### src/rtl/ramio_pkg.sv
// ramio_pkg: shared types and lane helpers for the ramio load/store front end.
//   size_e       access size encoding (byte/half/word, 3 = illegal)
//   state_e      front-end FSM states
//   lane_mask    byte-lane write mask for a size/offset pair
//   lane_data    store data moved onto its byte lanes
//   load_extend  lane extraction plus sign/zero extension of a read word
package ramio_pkg;

    typedef enum logic [1:0] {
        SZ_BYTE = 2'd0,
        SZ_HALF = 2'd1,
        SZ_WORD = 2'd2,
        SZ_BAD  = 2'd3
    } size_e;

    typedef enum logic [1:0] {
        ST_IDLE,
        ST_SETTLE,
        ST_WAIT,
        ST_RESPOND
    } state_e;

    function automatic logic [3:0] lane_mask(input size_e size, input logic [1:0] off);
        case (size)
            SZ_BYTE: return 4'b0001 << off;
            SZ_HALF: return 4'b0011 << off;
            SZ_WORD: return 4'b1111;
            default: return 4'b0000;
        endcase
    endfunction

    function automatic logic [31:0] lane_data(input size_e size, input logic [1:0] off,
                                              input logic [31:0] wdata);
        logic [4:0] sh;
        sh = {off, 3'b000};
        case (size)
            SZ_BYTE: return {24'h0, wdata[7:0]} << sh;
            SZ_HALF: return {16'h0, wdata[15:0]} << sh;
            default: return wdata;
        endcase
    endfunction

    function automatic logic [31:0] load_extend(input size_e size, input logic is_unsigned,
                                                input logic [1:0] off, input logic [31:0] word);
        logic [31:0] shifted;
        shifted = word >> {off, 3'b000};
        case (size)
            SZ_BYTE: return is_unsigned ? {24'h0, shifted[7:0]}
                                        : {{24{shifted[7]}}, shifted[7:0]};
            SZ_HALF: return is_unsigned ? {16'h0, shifted[15:0]}
                                        : {{16{shifted[15]}}, shifted[15:0]};
            default: return shifted;
        endcase
    endfunction

endpackage

### src/rtl/ramio_if.sv
// ramio_if: CPU-side request/response bus of the ramio front end.
//   req_valid/req_ready  request handshake (accepted when both high)
//   req_write/req_size/req_unsigned/req_address/req_wdata  request fields
//   rsp_valid/rsp_rdata/rsp_error  one-cycle response
// master = CPU side, slave = ramio.
interface ramio_if;
    import ramio_pkg::*;

    logic        req_valid;
    logic        req_ready;
    logic        req_write;
    size_e       req_size;
    logic        req_unsigned;
    logic [31:0] req_address;
    logic [31:0] req_wdata;
    logic        rsp_valid;
    logic [31:0] rsp_rdata;
    logic        rsp_error;

    modport master (
        output req_valid, req_write, req_size, req_unsigned, req_address, req_wdata,
        input  req_ready, rsp_valid, rsp_rdata, rsp_error
    );

    modport slave (
        input  req_valid, req_write, req_size, req_unsigned, req_address, req_wdata,
        output req_ready, rsp_valid, rsp_rdata, rsp_error
    );

endinterface

### src/rtl/ramio.sv
// ramio: load/store front end in front of the SDRAM line cache.
//   clk, rst_n             clock, asynchronous active-low reset
//   bus                    ramio_if.slave request/response bus
//   cache_enable           cache access strobe (Settle and Wait states)
//   cache_address          word-aligned cache address
//   cache_data_in          lane-aligned store data
//   cache_write_enable     byte-lane write mask, 0 for loads
//   cache_data_out         cache read word
//   cache_data_out_ready   cache read hit
//   cache_busy             cache miss / line fill in progress
//   led                    memory-mapped LED register
module ramio
    import ramio_pkg::*;
#(
    parameter logic [31:0] MemTopAddress = 32'h0000_1000,
    parameter logic [31:0] LedAddress    = 32'hFFFF_FFFC,
    parameter int unsigned LedWidth      = 6
) (
    input  logic                clk,
    input  logic                rst_n,
    ramio_if.slave              bus,
    output logic                cache_enable,
    output logic [31:0]         cache_address,
    output logic [31:0]         cache_data_in,
    output logic [3:0]          cache_write_enable,
    input  logic [31:0]         cache_data_out,
    input  logic                cache_data_out_ready,
    input  logic                cache_busy,
    output logic [LedWidth-1:0] led
);

    state_e              r_state;
    state_e              w_next;
    logic                r_live;
    logic                r_write;
    size_e               r_size;
    logic                r_unsigned;
    logic [31:0]         r_addr;
    logic [31:0]         r_wdata;
    logic                r_error;
    logic [31:0]         r_rdata;
    logic [LedWidth-1:0] r_led;

    logic        w_accept;
    logic        w_misaligned;
    logic        w_is_led;
    logic        w_error;
    logic [31:0] w_led_ext;

    // Decode of the live request; only meaningful while accepting in Idle.
    always_comb begin
        w_misaligned = (bus.req_size == SZ_HALF && bus.req_address[0])
                    || (bus.req_size == SZ_WORD && bus.req_address[1:0] != 2'b00)
                    || (bus.req_size == SZ_BAD);
        w_is_led     = (bus.req_address[31:2] == LedAddress[31:2]);
        w_error      = w_misaligned || (bus.req_address >= MemTopAddress && !w_is_led);
        w_led_ext    = '0;
        w_led_ext[LedWidth-1:0] = r_led;
    end

    // r_live holds off req_ready for the first edge after reset release.
    assign bus.req_ready = r_live && (r_state == ST_IDLE);
    assign w_accept      = bus.req_valid && bus.req_ready;

    always_comb begin
        w_next = r_state;
        case (r_state)
            ST_IDLE: begin
                if (w_accept) w_next = (w_error || w_is_led) ? ST_RESPOND : ST_SETTLE;
            end
            // Tag BRAM output is not valid yet, so cache_busy is ignored here.
            ST_SETTLE: w_next = ST_WAIT;
            ST_WAIT: begin
                if (!cache_busy && (r_write || cache_data_out_ready)) w_next = ST_RESPOND;
            end
            ST_RESPOND: w_next = ST_IDLE;
            default: w_next = ST_IDLE;
        endcase
    end

    always_ff @(posedge clk or negedge rst_n) begin
        if (!rst_n) begin
            r_state    <= ST_IDLE;
            r_live     <= 1'b0;
            r_write    <= 1'b0;
            r_size     <= SZ_BYTE;
            r_unsigned <= 1'b0;
            r_addr     <= '0;
            r_wdata    <= '0;
            r_error    <= 1'b0;
            r_rdata    <= '0;
            r_led      <= '0;
        end else begin
            r_state <= w_next;
            r_live  <= 1'b1;
            if (w_accept) begin
                r_write    <= bus.req_write;
                r_size     <= bus.req_size;
                r_unsigned <= bus.req_unsigned;
                r_addr     <= bus.req_address;
                r_wdata    <= bus.req_wdata;
                r_error    <= w_error;
                r_rdata    <= '0;
                if (!w_error && w_is_led) begin
                    if (bus.req_write) r_led   <= bus.req_wdata[LedWidth-1:0];
                    else               r_rdata <= w_led_ext;
                end
            end
            if (r_state == ST_WAIT && !r_write && !cache_busy && cache_data_out_ready)
                r_rdata <= load_extend(r_size, r_unsigned, r_addr[1:0], cache_data_out);
        end
    end

    // Cache-side outputs come straight from the latched request so they stay
    // stable for the whole Settle/Wait window regardless of the CPU inputs.
    always_comb begin
        cache_enable       = (r_state == ST_SETTLE) || (r_state == ST_WAIT);
        cache_address      = '0;
        cache_data_in      = '0;
        cache_write_enable = '0;
        if (cache_enable) begin
            cache_address = {r_addr[31:2], 2'b00};
            cache_data_in = lane_data(r_size, r_addr[1:0], r_wdata);
            if (r_write) cache_write_enable = lane_mask(r_size, r_addr[1:0]);
        end
    end

    assign bus.rsp_valid = (r_state == ST_RESPOND);
    assign bus.rsp_rdata = (r_state == ST_RESPOND) ? r_rdata : '0;
    assign bus.rsp_error = (r_state == ST_RESPOND) && r_error;
    assign led           = r_led;

endmodule

### src/flat_wrapper.sv
// flat-port wrapper written by rule: the top's interface ports become plain ports
module ramio_flat import ramio_pkg::*;
#(
    parameter logic [31:0] MemTopAddress = 32'h0000_1000,
    parameter logic [31:0] LedAddress    = 32'hFFFF_FFFC,
    parameter int unsigned LedWidth      = 6
)
  (clk, rst_n, cache_enable, cache_address, cache_data_in, cache_write_enable, cache_data_out, cache_data_out_ready, cache_busy, led, bus_req_valid, bus_req_write, bus_req_size, bus_req_unsigned, bus_req_address, bus_req_wdata, bus_req_ready, bus_rsp_valid, bus_rsp_rdata, bus_rsp_error);
  ramio_if bus_i ();
  input  logic clk;
  input  logic rst_n;
  output logic cache_enable;
  output logic [31:0] cache_address;
  output logic [31:0] cache_data_in;
  output logic [3:0] cache_write_enable;
  input  logic [31:0] cache_data_out;
  input  logic cache_data_out_ready;
  input  logic cache_busy;
  output logic [LedWidth-1:0] led;
  input wire logic [$bits(bus_i.req_valid)-1:0] bus_req_valid;
  input wire logic [$bits(bus_i.req_write)-1:0] bus_req_write;
  input wire logic [$bits(bus_i.req_size)-1:0] bus_req_size;
  input wire logic [$bits(bus_i.req_unsigned)-1:0] bus_req_unsigned;
  input wire logic [$bits(bus_i.req_address)-1:0] bus_req_address;
  input wire logic [$bits(bus_i.req_wdata)-1:0] bus_req_wdata;
  output wire logic [$bits(bus_i.req_ready)-1:0] bus_req_ready;
  output wire logic [$bits(bus_i.rsp_valid)-1:0] bus_rsp_valid;
  output wire logic [$bits(bus_i.rsp_rdata)-1:0] bus_rsp_rdata;
  output wire logic [$bits(bus_i.rsp_error)-1:0] bus_rsp_error;
  assign bus_i.req_valid = bus_req_valid;
  assign bus_i.req_write = bus_req_write;
  assign bus_i.req_size = bus_req_size;
  assign bus_i.req_unsigned = bus_req_unsigned;
  assign bus_i.req_address = bus_req_address;
  assign bus_i.req_wdata = bus_req_wdata;
  assign bus_req_ready = bus_i.req_ready;
  assign bus_rsp_valid = bus_i.rsp_valid;
  assign bus_rsp_rdata = bus_i.rsp_rdata;
  assign bus_rsp_error = bus_i.rsp_error;
  ramio #(.MemTopAddress(MemTopAddress), .LedAddress(LedAddress), .LedWidth(LedWidth)) u_core (.clk(clk), .rst_n(rst_n), .bus(bus_i), .cache_enable(cache_enable), .cache_address(cache_address), .cache_data_in(cache_data_in), .cache_write_enable(cache_write_enable), .cache_data_out(cache_data_out), .cache_data_out_ready(cache_data_out_ready), .cache_busy(cache_busy), .led(led));
endmodule
### config.mk
export PLATFORM = sky130hd
export DESIGN_NAME = ramio_flat
export DESIGN_NICKNAME = d
export VERILOG_FILES = /design/src/rtl/ramio_pkg.sv /design/src/rtl/ramio_if.sv /design/src/rtl/ramio.sv /design/src/flat_wrapper.sv
export SDC_FILE = /design/constraint.sdc
export NUM_CORES = 1
export LEC_CHECK = 0
export ABC_AREA = 1
export CORE_ASPECT_RATIO = 0.9
export CORE_MARGIN = 3
export CORE_UTILIZATION = 47
export CTS_CLUSTER_SIZE = 16
export DETAILED_ROUTE_END_ITERATION = 7
export PLACE_DENSITY = 0.83
export SYNTH_ARGS = -nofsm -noshare
export SYNTH_HDL_FRONTEND = slang
export SYNTH_SLANG_ARGS = --single-unit
### constraint.sdc
create_clock -name clk -period 1.8 [get_ports clk]
set_clock_uncertainty 0.2 [all_clocks]
set_input_delay 0.18 -clock clk [delete_from_list [all_inputs] [get_ports clk]]
set_output_delay 0.18 -clock clk [all_outputs]
set_load 0.02 [all_outputs]
# Word-level counts from Yosys, hierarchy flattened

Cells that the tools add are included.

Order comparisons: 1
Equal/unequal tests: 11
Shift-type cells: 5
Muxes and demuxes: 18
Reductions and logical operators: 27

Operators with widths:

| operator               | number |
|---|---|
| $mux W32               | 8 |
| $pmux W32 S2           | 2 |
| $ge A32 B13 Y1 const B | 1 |
| $shl A16 B5 Y32        | 1 |
| $shl A8 B5 Y32         | 1 |
| $shr A32 B5 Y32        | 1 |
| $eq A30 B30 Y1 const B | 1 |
| $pmux W4 S3            | 1 |
| $logic_and A1 B1 Y1    | 11 |
| $eq A2 B2 Y1 const B   | 5 |
| $mux W4                | 2 |
| $pmux W2 S4            | 1 |
| $eq A2 B1 Y1 const B   | 3 |
| $logic_or A1 B1 Y1     | 6 |
| $mux W2                | 3 |
| $mux W6                | 1 |
| $logic_not A1 Y1       | 4 |
| $logic_not A2 Y1       | 2 |
| $ne A2 B1 Y1 const B   | 2 |
| $reduce_bool A2 Y1     | 2 |
| $shl A1 B2 Y4 const A  | 1 |
| $shl A2 B2 Y4 const A  | 1 |
| $reduce_and A3 Y1      | 1 |
| $reduce_and A2 Y1      | 1 |

Register bits after elaboration: 110

# Logic depth before layout (Yosys ltp)

Depth in word-level cells: 10
Gate-level depth with buffers: 11
Depth with buffers taken out: 11

# Worst setup path after synthesis

OpenSTA, ideal clock, no wires.

Path kind: register -> output
From: register u_core.r_state[1]
To: output port cache_data_in[2]
Data arrival time: 1.824 ns
Data required time: 1.420 ns
Path slack: -0.404 ns
Stages on the path, launching flop included: 7
Buffers on the path: 2
Cell sequence: dfrtp_1 -> inv_1 -> ha_1 -> clkbuf_1 -> inv_1 -> clkbuf_1 -> nor3_1

Word-level cells in the longest chain between the ends: 3
Elaborated cells on any way between the ends: 4
Classes of those cells: eq/ne (2); mux (1); reduce/logical (1)

Ends and longest elaborated chain:

| what                                                | RTL line           | source |
|---|---|---|
| start: declaration                                  | ramio.sv:32        | `state_e r_state;` |
| start signal: assignment                            | ramio.sv:94        | `r_state <= w_next;` |
| $eq A2 B1 Y1 / $eq A2 B2 Y1 (equally long branches) | ramio.sv:117       | `cache_enable = (r_state == ST_SETTLE) \|\| (r_state == ST_WAIT);` |
| $logic_or A1 B1 Y1 *                                | ramio.sv:117       |  |
| named net cache_enable                              | flat_wrapper.sv:12 | `output logic cache_enable;` |
| $mux W32 *                                          | ramio.sv:121       | `if (cache_enable) begin` |
| end: declaration                                    | flat_wrapper.sv:14 | `output logic [31:0] cache_data_in;` |

The timed path passes the listed nets; every way through them passes the cells marked *.

# Final worst setup path

From: register u_core.r_size[0]
To: output port cache_data_in[13]

Word-level cells in the longest chain between the ends: 3
Elaborated cells on any way between the ends: 4
Classes of those cells: eq/ne (1); mux (2); reduce/logical (1)

Ends and longest elaborated chain:

| what                                                    | RTL line        | source |
|---|---|---|
| start: declaration                                      | ramio.sv:36     | `size_e r_size;` |
| start signal: assignment                                | ramio.sv:98     | `r_size <= bus.req_size;` |
| $eq A2 B1 Y1 / $logic_not A2 Y1 (equally long branches) | ramio_pkg.sv:36 | `case (size)` |
| $pmux W32 S2 *                                          | ramio_pkg.sv:36 |  |
| $mux W32 *                                              | ramio.sv:121    |  |

Every way passes the cells marked *; elsewhere a longest branch is shown, timed or not.

==> impl_results.md <==
- Min cycle time layout: around 2.1 ns
- Sequential fraction of the synthesis area: 0.4194
- Post-Syn Instances: 988
- Clk pin slew, worst setup/hold paths: 0.07 ns
- Avg Inst Size Synth: ~6.6 sq um
- Slew Limit Fails: 0
- Initial core utilization: 0.4857
- Vias per cell: 5.273
- TritonCTS Sinks: 110
- R2R depth: 8
- Arrival time of the worst setup path: 1.77 ns
- Tcrit/Tclk final: 1.193
- DP Wirelength: 16310 microns
- Vias in the first global route: between 7000 and 8000
- Skew-Pair Late Insertion Delay: 0.36 ns
- Pre-CTS setup slack: -0.4397 ns
- First-pass GRT wire length: around 36000 microns
- Top Ports: 215
- Port buffer count: 212
- Dpl cells: 1407
- Largest area contributor in the synthesized netlist: dfrtp_1
- Iteration-0 DRC Markers: 794
- Total power per unit cell area: 1877 nW/um^2
- Status: finished with violations
- TritonRoute pass-1 iters: 6
- DRC viols: 0
- Crit Path Class: reg -> out
- CTS Buffer Depth: 2
- Antenna diodes: 0
- Clk root buf: clkbuf_16
- #FFs+latches synth: 110
- CP Launch Type: flop
- Die Footprint: roughly 15000 sq um
- Worst-path fanout max: 6
- H-tree levels: 3
- Crit path capture type: output pin
- RSZ-0062 raised after global routing: true
- Most common cell in the netlist: nand2_1
- Placer Congestion: 1.024
- Core area: 13510 sq um
- Setup ws final: -0.3473 ns
- Fmax: 465.7 MHz
- DRT Wirelength: 24480 microns
- Rows: 40
- Wire per inst: 16.96 microns
- Total number of vias: 7609
- Fillcell total: about 900
- Final Hold Fails: 0
- Die X-Extent: 130.6 microns
- Post-DRT Antenna Nets: 0
- Peak supply drop: 1.292 mV
- Critical Path RT: 1.42 ns
- Grt total ovfl: 0
- EDFF count, synth: 0
- Post-synth top area share: 0.4194
- Area contributors post-synth: dfrtp_1 42%, nand2_1 28%, inv_1 5.8%, nand3_1 3.7%, o21ai_0 3.4%
- Largest net degree at the start of global routing: 45
- Max-cap violations: 0
- Post-Syn Area: roughly 6600 sq um
- Violated checks: setup timing
- Unique masters post-synth: 37
- Die H: 118.1 microns
- Async S/R FF share, synth: 1.000
- Hold/Removal Path Class: in -> async
- Total GRT Usage: 0.2960
- Cell Count, Final, Fillers Out: roughly 1400
- P_leak: 5.742 nW
- Commonest cells in the netlist: 491 x nand2_1, 110 x dfrtp_1, 102 x inv_1
- Final setup fails: 105
- Dominant synthesized flop cell: dfrtp_1
- Synthesis-to-layout area growth: 61.78%
- Post-layout net count: 1379
- Ys Warns: 0
- Initial antenna violation count: 0
- CTS tree: done
- Num CTS Buffers: 9
- Layout cell share with drive strength beyond 1: 0.2878
==> cell families (layout without fill, tap and decap cells) <==
kind of cell	Yosys count	count (layout)	share of synthesized area
buffers and inverters	163	448	0.1098
DFF	110	110	0.4194
other	2	3	0.001144
AOI/OAI and AO/OA	101	101	0.08693
and+or+nand+nor	608	609	0.3751
adders and majority gates	4	4	0.007625
==> worst max-delay path, stage by stage (launching register included) <==
cell and delay, ns:
dfrtp_2 0.42, inv_8 0.04, nor2_4 0.13, buf_8 0.17
nand2_4 0.08, o21ai_4 0.17, nand2_1 0.10, a21oi_2 0.15
buf_6 0.14
==> routing by layer <==
layer / part of all wire / wire length, microns / global-route usage
met5: 0 / 0 / 0
met4: 0.024 / 590 / 0.07841
met3: 0.10 / 2495 / 0.08485
met2: 0.49 / 12090 / 0.4923
met1: 0.38 / 9302 / 0.3762
==> metrics by stage <==
step	instance area, sq um	utilization	power [mW]	hold slack [ns]	TNS, ns
CTS	10070	0.7453	18.25	0.07410	-18.20
finish	10620	0.7858	19.93	0.06583	-18.96
global placement	9681	0.7164	15.37	-0.08984	-25.39
floorplan	6794	-	10.78	-0.3156	-0.6042
detailed placement	9681	0.7164	15.59	-0.09002	-30.20
global route	10620	0.7858	21.08	0.07931	-26.49
==> area by class of cell <==
cell class	instances	area (sq um)	share of cell area
tap	168	210.2	0.01980
inverter	109	439.2	0.04136
multi-input combinational	717	3659	0.3445
sequential	110	2758	0.2597
clock buffer	10	229.0	0.02156
timing repair buffer	323	3254	0.3065
clock inverter	6	70.07	0.006598
==> layout by cell type, fill, tap and decap left out, drive strengths merged, types with 2 or more instances in the layout <==
| cell type | count |
|---|---|
| clkdlybuf4s50 | 104 |
| nor2 | 44 |
| dlymetal6s2s | 5 |
| clkbuf | 15 |
| nand2 | 495 |
| dfrtp | 110 |
| nand3 | 53 |
| clkinvlp | 3 |
| ha | 4 |
| a21oi | 34 |
| buf | 208 |
| nor3 | 11 |
| inv | 108 |
| clkinv | 3 |
| o22ai | 8 |
| conb | 3 |
| o21ai | 55 |
| o211ai | 2 |
| nand4 | 5 |
==> report_power, final <==
group | internal [mW] | switching (mW) | total, mW
logic | 5.95 | 7.57 | 13.5
clock network | 1.09 | 0.976 | 2.06
registers | 3.57 | 0.776 | 4.35
total | 10.6 | 9.32 | 19.9
==> sequential cells by signal, indices dropped and copies added (netlist names), 2 cells and up <==
| register | flops |
|---|---|
| u_core.led | 6 |
| u_core.r_addr | 32 |
| u_core.r_rdata | 32 |
| u_core.r_size | 2 |
| u_core.r_state | 2 |
| u_core.r_wdata | 32 |
==> path summary, 6_finish.rpt <==
check	start	endpoint	slack (ns)
worst max register to register	u_core.r_addr[0]	u_core.r_rdata[18]	-0.03
worst min-delay path	rst_n	u_core.r_addr[27]	0.07
max in group asynchronous	rst_n	u_core.r_rdata[9]	0.73
worst min register to register	u_core.r_addr[18]	u_core.r_addr[18]	0.28
min in group clk	bus_req_wdata[28]	u_core.r_wdata[28]	0.14
worst max-delay path	u_core.r_size[0]	cache_data_in[13]	-0.35
==> timing repair <==
action,CTS,global route
gates resized for setup,543,130
hold buffers,1,0
cloned,2,6
buffers inserted,5,6
endpoints found under the hold margin,110,0
setup endpoints to repair,144,191
pin swaps,12,25
Note: power is estimated with default switching activity, not from simulation.
